===== config.mk =====
export PLATFORM = sky130hd
export DESIGN_NAME = jtsdram_vtimer_flat
export DESIGN_NICKNAME = d
export VERILOG_FILES = /design/src/rtl/jtsdram_vtimer_if.sv /design/src/rtl/jtsdram_vtimer.sv /design/src/flat_wrapper.sv
export SDC_FILE = /design/constraint.sdc
export NUM_CORES = 1
export LEC_CHECK = 0
export BUFFER_PORTS_ARGS = -buffer_cell sky130_fd_sc_hd__buf_4
export CORE_ASPECT_RATIO = 0.5
export CORE_MARGIN = 2
export CORE_UTILIZATION = 40
export DETAILED_ROUTE_END_ITERATION = 6
export GPL_TIMING_DRIVEN = 0
export SETUP_SLACK_MARGIN = 0.2
export SKIP_CTS_REPAIR_TIMING = 1
export SLEW_MARGIN = 20
export SYNTH_ARGS = -nofsm -noshare
export SYNTH_HDL_FRONTEND = slang
export SYNTH_SLANG_ARGS = --single-unit

===== constraint.sdc =====
create_clock -name clk -period 5.6 [get_ports clk]
set_clock_uncertainty 0.1 [all_clocks]
set_input_delay 0 -clock clk [delete_from_list [all_inputs] [get_ports clk]]
set_output_delay 0 -clock clk [all_outputs]
set_load 0.01 [all_outputs]

===== src/rtl/jtsdram_vtimer_if.sv =====
// Video timer bus: pixel clock enable in, raster counters and blanking/sync out.
// Carries frame_cnt only when JTSDRAM_VTIMER_FCNT_EN is defined.
interface jtsdram_vtimer_if;
  logic       pxl_cen;
  logic [8:0] hdump;
  logic [8:0] vdump;
  logic       LHBL;
  logic       LVBL;
  logic       HS;
  logic       VS;
  logic       frame;
`ifdef JTSDRAM_VTIMER_FCNT_EN
  logic [7:0] frame_cnt;
`endif

  modport master (
`ifdef JTSDRAM_VTIMER_FCNT_EN
    output frame_cnt,
`endif
    input  pxl_cen,
    output hdump, vdump, LHBL, LVBL, HS, VS, frame
  );

  modport slave (
`ifdef JTSDRAM_VTIMER_FCNT_EN
    input  frame_cnt,
`endif
    output pxl_cen,
    input  hdump, vdump, LHBL, LVBL, HS, VS, frame
  );
endinterface


===== src/rtl/jtsdram_vtimer.sv =====
// Raster video timer: h/v counters with registered blanking, sync and frame toggle.
// Optional 8-bit frame counter enabled by defining JTSDRAM_VTIMER_FCNT_EN.
module jtsdram_vtimer #(
  parameter int HTOTAL   = 384,
  parameter int HACTIVE  = 256,
  parameter int HS_START = 288,
  parameter int HS_LEN   = 32,
  parameter int VTOTAL   = 264,
  parameter int VACTIVE  = 224,
  parameter int VS_START = 240,
  parameter int VS_LEN   = 3
) (
  input  logic              clk,
  input  logic              rst,
  jtsdram_vtimer_if.master  vt
);
  localparam logic [8:0] H_LAST = 9'(HTOTAL - 1);
  localparam logic [8:0] V_LAST = 9'(VTOTAL - 1);
  // Compares are 10-bit so a window ending exactly at 512 still fits.
  localparam logic [9:0] H_ACT  = 10'(HACTIVE);
  localparam logic [9:0] V_ACT  = 10'(VACTIVE);
  localparam logic [9:0] HS_ON  = 10'(HS_START);
  localparam logic [9:0] HS_OFF = 10'(HS_START + HS_LEN);
  localparam logic [9:0] VS_ON  = 10'(VS_START);
  localparam logic [9:0] VS_OFF = 10'(VS_START + VS_LEN);

  logic [8:0] hdump_q, hdump_d;
  logic [8:0] vdump_q, vdump_d;
  logic       lhbl_q, lhbl_d;
  logic       lvbl_q, lvbl_d;
  logic       hs_q, hs_d;
  logic       vs_q, vs_d;
  logic       frame_q, frame_d;
  logic       h_wrap, v_wrap;
  logic [9:0] h_ext, v_ext;
`ifdef JTSDRAM_VTIMER_FCNT_EN
  logic [7:0] fcnt_q, fcnt_d;
`endif

  always_comb begin
    h_wrap  = (hdump_q == H_LAST);
    v_wrap  = h_wrap && (vdump_q == V_LAST);
    hdump_d = h_wrap ? 9'd0 : hdump_q + 9'd1;
    vdump_d = vdump_q;
    if (h_wrap) vdump_d = v_wrap ? 9'd0 : vdump_q + 9'd1;
    // Decode from the next counter values so flags line up with hdump/vdump.
    h_ext   = {1'b0, hdump_d};
    v_ext   = {1'b0, vdump_d};
    lhbl_d  = (h_ext < H_ACT);
    lvbl_d  = (v_ext < V_ACT);
    hs_d    = (h_ext >= HS_ON) && (h_ext < HS_OFF);
    vs_d    = (v_ext >= VS_ON) && (v_ext < VS_OFF);
    frame_d = frame_q ^ v_wrap;
`ifdef JTSDRAM_VTIMER_FCNT_EN
    fcnt_d  = fcnt_q + {7'd0, v_wrap};
`endif
  end

  always_ff @(posedge clk or posedge rst) begin
    if (rst) begin
      hdump_q <= 9'd0;
      vdump_q <= 9'd0;
      lhbl_q  <= 1'b1;
      lvbl_q  <= 1'b1;
      hs_q    <= 1'b0;
      vs_q    <= 1'b0;
      frame_q <= 1'b0;
`ifdef JTSDRAM_VTIMER_FCNT_EN
      fcnt_q  <= 8'd0;
`endif
    end else if (vt.pxl_cen) begin
      hdump_q <= hdump_d;
      vdump_q <= vdump_d;
      lhbl_q  <= lhbl_d;
      lvbl_q  <= lvbl_d;
      hs_q    <= hs_d;
      vs_q    <= vs_d;
      frame_q <= frame_d;
`ifdef JTSDRAM_VTIMER_FCNT_EN
      fcnt_q  <= fcnt_d;
`endif
    end
  end

  assign vt.hdump = hdump_q;
  assign vt.vdump = vdump_q;
  assign vt.LHBL  = lhbl_q;
  assign vt.LVBL  = lvbl_q;
  assign vt.HS    = hs_q;
  assign vt.VS    = vs_q;
  assign vt.frame = frame_q;
`ifdef JTSDRAM_VTIMER_FCNT_EN
  assign vt.frame_cnt = fcnt_q;
`endif
endmodule


===== src/flat_wrapper.sv =====
// flat-port wrapper written by rule: the top's interface ports become plain ports
module jtsdram_vtimer_flat 
#(
  parameter int HTOTAL   = 384,
  parameter int HACTIVE  = 256,
  parameter int HS_START = 288,
  parameter int HS_LEN   = 32,
  parameter int VTOTAL   = 264,
  parameter int VACTIVE  = 224,
  parameter int VS_START = 240,
  parameter int VS_LEN   = 3
)
  (clk, rst, vt_pxl_cen, vt_hdump, vt_vdump, vt_LHBL, vt_LVBL, vt_HS, vt_VS, vt_frame);
  jtsdram_vtimer_if vt_i ();
  input  logic clk;
  input  logic rst;
  input wire logic [$bits(vt_i.pxl_cen)-1:0] vt_pxl_cen;
  output wire logic [$bits(vt_i.hdump)-1:0] vt_hdump;
  output wire logic [$bits(vt_i.vdump)-1:0] vt_vdump;
  output wire logic [$bits(vt_i.LHBL)-1:0] vt_LHBL;
  output wire logic [$bits(vt_i.LVBL)-1:0] vt_LVBL;
  output wire logic [$bits(vt_i.HS)-1:0] vt_HS;
  output wire logic [$bits(vt_i.VS)-1:0] vt_VS;
  output wire logic [$bits(vt_i.frame)-1:0] vt_frame;
  assign vt_i.pxl_cen = vt_pxl_cen;
  assign vt_hdump = vt_i.hdump;
  assign vt_vdump = vt_i.vdump;
  assign vt_LHBL = vt_i.LHBL;
  assign vt_LVBL = vt_i.LVBL;
  assign vt_HS = vt_i.HS;
  assign vt_VS = vt_i.VS;
  assign vt_frame = vt_i.frame;
  jtsdram_vtimer #(.HTOTAL(HTOTAL), .HACTIVE(HACTIVE), .HS_START(HS_START), .HS_LEN(HS_LEN), .VTOTAL(VTOTAL), .VACTIVE(VACTIVE), .VS_START(VS_START), .VS_LEN(VS_LEN)) u_core (.clk(clk), .rst(rst), .vt(vt_i));
endmodule

==> Word level (Yosys, flattened, before mapping) <==
Cells that the tools add are included.
Widths: inputs -> output; s select.
{ "totals": {"word_cells": 24, "ff_bits": 23} }
{ "classes": {"order_cmp": 6, "n_mux": 3, "eq_ne": 2, "bitwise": 1, "n_reduce_logical": 3, "add_sub_neg": 2} }
{ "ops": {"columns": ["op", "count"], "rows": [
  ["$mux 9", 3],
  ["$add 9x1->9 const B", 2],
  ["$eq 9x9->1 const B", 2],
  ["$lt 9x8->1 const B", 2],
  ["$lt 9x9->1 const B", 2],
  ["$ge 9x8->1 const B", 1],
  ["$ge 9x9->1 const B", 1],
  ["$logic_and 1x1->1", 3],
  ["$xor 1x1->1", 1]
]} }

==> Logic depth before layout (Yosys ltp) <==
{ "logic_depth": {"ltp_word": 6, "depth_mapped": 6} }

==> Least setup slack after synthesis <==
Ideal clock, no wire load.
{ "synth_timing": {"kind": "register to register", "from": "register u_core.hdump_q[0] (netlist: u_core.vt.hdump[0])", "to": "register u_core.vs_q (netlist: u_core.vt.VS)", "n_path_buf": 0, "t_required_ns": 5.434, "setup_time_ns": 0.066, "slack_ns": 3.722, "stages_incl_launch_ff": 7, "period_less_slack_ns": 1.878, "arrival_time_ns": 1.712, "path_cell_list": "dfrtp_1 -> ha_1 -> nand4_4 -> nor4_4 -> xnor2_1 -> nor4_2 -> a41o_1"} }
{ "synth_via": {"elab_chain_cells": 6, "elab_cells_between_ends": 7, "classes_between": "order compare: 2; eq/ne: 1; mux: 2; reduce/logical: 2"} }
{ "synth_rtl": {"columns": ["element", "line", "source"], "rows": [
  ["start: declaration", "jtsdram_vtimer.sv:27", "logic [8:0] hdump_q, hdump_d;"],
  ["start signal: assignment", "jtsdram_vtimer.sv:72", "hdump_q <= hdump_d;"],
  ["$eq 9x9->1 (*)", "jtsdram_vtimer.sv:41", "h_wrap = (hdump_q == H_LAST);"],
  ["$logic_and 1x1->1", "jtsdram_vtimer.sv:42", "v_wrap = h_wrap && (vdump_q == V_LAST);"],
  ["$mux 9", "jtsdram_vtimer.sv:45", "if (h_wrap) vdump_d = v_wrap ? 9'd0 : vdump_q + 9'd1;"],
  ["$mux 9 (*)", "jtsdram_vtimer.sv:45", null],
  ["$ge 9x8->1 / $lt 9x8->1 (equally long branches)", "jtsdram_vtimer.sv:52", "vs_d = (v_ext >= VS_ON) && (v_ext < VS_OFF);"],
  ["$logic_and 1x1->1 (*)", "jtsdram_vtimer.sv:52", null],
  ["end signal: assignment", "jtsdram_vtimer.sv:77", "vs_q <= vs_d;"],
  ["end: declaration", "jtsdram_vtimer.sv:32", "logic vs_q, vs_d;"]
]} }
Every way passes the cells marked *; elsewhere a longest branch is shown, timed or not.
A chain may end at the register's enable or synchronous reset.

==> Worst setup path in the final report <==
{ "layout_timing": {"from": "register u_core.hdump_q[0] (netlist: u_core.vt.hdump[0])", "to": "register u_core.vdump_q[8] (netlist: u_core.vt.vdump[8])"} }
{ "layout_via": {"elab_chain_cells": 4} }
{ "layout_rtl": {"columns": ["element", "line", "source"], "rows": [
  ["$eq 9x9->1 (*)", "jtsdram_vtimer.sv:41", null],
  ["$logic_and 1x1->1", "jtsdram_vtimer.sv:42", null],
  ["$mux 9", "jtsdram_vtimer.sv:45", null],
  ["$mux 9 (*)", "jtsdram_vtimer.sv:45", null],
  ["end signal: assignment", "jtsdram_vtimer.sv:73", "vdump_q <= vdump_d;"],
  ["end: declaration", "jtsdram_vtimer.sv:28", "logic [8:0] vdump_q, vdump_d;"]
]} }
Marked as above.

==> metrics.md <==
| Metric | Value |
|---|---|
| Hold Vio Cnt, Final | `0` |
| GPL Wtd Cong | `a little under 0.8` |
| Initial antenna violation count | `0` |
| Antenna diodes | `0` |
| Slew headroom | `between 40% and 50%` |
| Number of vias per cell | `5.25` |
| # rows | `14` |
| Routed Antenna Nets | `0` |
| Achievable frequency | `~460 MHz` |
| Sink Count | `23` |
| Clock Tree Root | `clkbuf_8` |
| Kind of critical path | `flip-flop to flip-flop` |
| DRC Markers | `0` |
| Vias in the first global route | `951` |
| Setup Viol. Count Final | `0` |
| Worst vdd ir | `between 0.00009 and 0.0001 V` |
| CTS H-tree depth | `1` |
| Final #Nets | `172` |
| Initial drt markers | `30` |
| Crit path largest cell delay | `580 ps` |
| Setup tns final | `0 ps` |
| # IOs | `26` |
| Die Ht | `around 45 um` |
| Core Box Area | `just over 3000 um2` |
| Startpoint types | `flip-flop` |
| Routed length per instance | `13.7 um` |
| CP max-delay cell | `nor2_1` |
| Placed Cells | `201` |
| Worst-path cell chain | `ha_1 -> nand4_4 -> nor2_1 -> o211a_1 -> o21ai_0 -> o21a_1` |
| Cell Area, Synth | `about 1300 um2` |
| Synth Warn # | `0` |
| CTS Buf Count | `3` |
| Library cells used by synthesis | `37` |
| Worst-Margin Slew | `just under 900 ps` |
| Largest net degree at the start of global routing | `24` |
| RSZ-0062 raised after global routing | `no` |
| CTS tree | `built` |
| CP Capture Type | `flip-flop` |
| Power density of the placed cells | `271 nW/um2` |
| First-pass GRT wire length | `between 4000 and 5000 um` |
| Sequential area share after synthesis | `approximately 43%` |
| Status | `finished, final reports clean` |
| Syn nets | `141` |
| DIE WIDTH | `approximately 86 um` |
| Worst path top cell family by delay | `simple AND/OR/NAND/NOR gates` |
| Hold Path Class | `primary input to flip-flop` |
| Worst Path Buf+Inv | `0` |
| Post-layout util | `~53%` |
| Post-Layout Cell Count | `just over 200` |
| I/O Buffers | `25` |
| Mapped Cells | `136` |
| Max cap viols | `0` |
| GRT Total Usage | `15.7%` |
| Starting density of the core | `a little over two fifths` |
| Clock Latency Late Sink | `about 260 ps` |
| Fill cells | `306` |
| WP data arrival | `about 2200 ps` |
| Crit path time final | `2190 ps` |
| Crit Path Max Fanout | `9` |
| Slew Viols, Final | `0` |
| Number of synthesized register bits | `23` |
| Total gr overflow | `0` |
| DRT Pass-1 Iters | `5` |
| DPL Wire Length | `2060 um` |
| Mean Syn Cell Area | `around 10 um2` |
| Via count | `about 1100` |
| WP data required | `roughly 5700 ps` |
| P&R area growth vs syn | `21.9%` |
| CTS clk-pin slew, worst paths | `90 ps` |
| Share of layout cells above drive strength 1 | `between 20% and 30%` |
| Detailed Route WL | `around 2800 um` |
| Final worst path period share | `39.1%` |
| Leakage | `~0.75 nW` |
| Buffer depth of the longest clock path | `2` |
| Area of the die | `~3900 um2` |
[state kept, by name (all words and copies together), names as in the netlist]
signal           cells
u_core.vt.hdump      9
u_core.vt.vdump      9
u_core.vt.HS         1
u_core.vt.LHBL       1
u_core.vt.LVBL       1
u_core.vt.VS         1
u_core.vt.frame      1
[cell type report]
| cell class | instances | area, um2 | area share (%) |
|---|---|---|---|
| sequential | 23 | 578 | 35.4 |
| clock inverter | 1 | 5.00 | 0.306 |
| timing repair buffer | 26 | 198 | 12.1 |
| clock buffer | 3 | 41.3 | 2.53 |
| multi-input combinational | 100 | 711 | 43.5 |
| buffer | 4 | 17.5 | 1.07 |
| tap | 40 | 50.0 | 3.06 |
| inverter | 9 | 33.8 | 2.07 |
[placed cells by master (no fill, tap or decap), types with 5 or more instances in the layout]
master | netlist | layout
buf_4 | 0 | 25
dfrtp_1 | 21 | 21
inv_1 | 9 | 9
nand2_1 | 13 | 13
nand3_1 | 5 | 5
nand4_1 | 5 | 5
nor2_1 | 10 | 10
o21ai_0 | 9 | 9
xnor2_1 | 6 | 6
[final timing paths]
check / from / end / slack, ps / cells past startpoint
worst max register to register: u_core.vt.hdump[0]$_DFFE_PP0P_ / u_core.vt.vdump[8]$_DFFE_PP0P_ / 3410 / 6
worst max-delay path: u_core.vt.hdump[0]$_DFFE_PP0P_ / u_core.vt.vdump[8]$_DFFE_PP0P_ / 3410 / 6
worst min register to register: u_core.vt.frame$_DFFE_PP0P_ / u_core.vt.frame$_DFFE_PP0P_ / 370 / 1
min in group asynchronous: rst / u_core.vt.VS$_DFFE_PP0P_ / 380 / 3
worst min-delay path: vt_pxl_cen / u_core.vt.VS$_DFFE_PP0P_ / 10 / 3
max in group asynchronous: rst / u_core.vt.hdump[5]$_DFFE_PP0P_ / 4490 / 3
[cell families after synthesis]
logic type               Yosys count  share of synthesized area, %
buffers and inverters             13                          3.83
AO/OA/AOI/OAI                     24                          11.7
flip-flops                        23                          43.1
XOR/XNOR                          10                          6.54
adder cells (fa/ha/maj)            2                          1.87
AND/OR/NAND/NOR                   58                          28.1
multiplexers                       6                          4.86
[tightest hold or removal path: stages]
cell	delay [ps]
buf_4	130
nor2b_1	120
a41o_1	100
[layer usage]
layer / wire length (um) / GRT usage [%]
met1: 1490 / 22.5
met2: 1220 / 24.2
met3: 96 / 4.94
met4: 12 / 1.90
met5: 0 / 0
[power breakdown]
group	internal [mW]	leakage (nW)	switching, mW
registers	0.190	0.290	0.0412
clock network	0.0497	0.0255	0.0548
logic	0.0580	0.436	0.0489
total	0.298	0.752	0.145
[cells in the mapped netlist (all sizes together)]
library cell / number / area [um2]
a22o: 2 / 17.5
nor2: 10 / 37.5
nand2b: 2 / 12.5
o22ai: 3 / 18.8
and3: 4 / 27.5
o21a: 2 / 15.0
nand3: 6 / 42.5
mux2: 4 / 45.0
nor4b: 2 / 17.5
buf: 2 / 10.0
nor2b: 3 / 18.8
o211a: 1 / 10.0
nor3: 4 / 20.0
o21ai: 9 / 45.0
clkbuf: 2 / 7.51
dfstp: 2 / 52.6
inv: 9 / 33.8
nand2: 13 / 48.8
dfrtp: 21 / 526
mux2i: 2 / 20.0
a41o: 1 / 10.0
nand4: 6 / 52.6
a21oi: 2 / 10.0
and4: 2 / 18.8
xnor2: 6 / 52.6
nand4b: 1 / 15.0
nor4: 5 / 65.1
a211oi: 1 / 7.51
o31ai: 3 / 22.5
xor2: 4 / 35.0
ha: 2 / 25.0
[metrics by stage]
step | area (um2) | power (mW) | hold WS (ps) | setup WS (ps)
6_report | 1630 | 0.443 | 12.1 | 3410
5_1_grt | 1630 | 0.472 | 8.76 | 3260
3_3_place_gp | 1580 | 0.340 | 148 | 3490
2_1_floorplan | 1340 | 0.290 | -99.6 | 3720
4_1_cts | 1620 | 0.446 | -154 | 3440
3_5_place_dp | 1580 | 0.341 | 138 | 3460
Power figures use the tool's default switching activity.
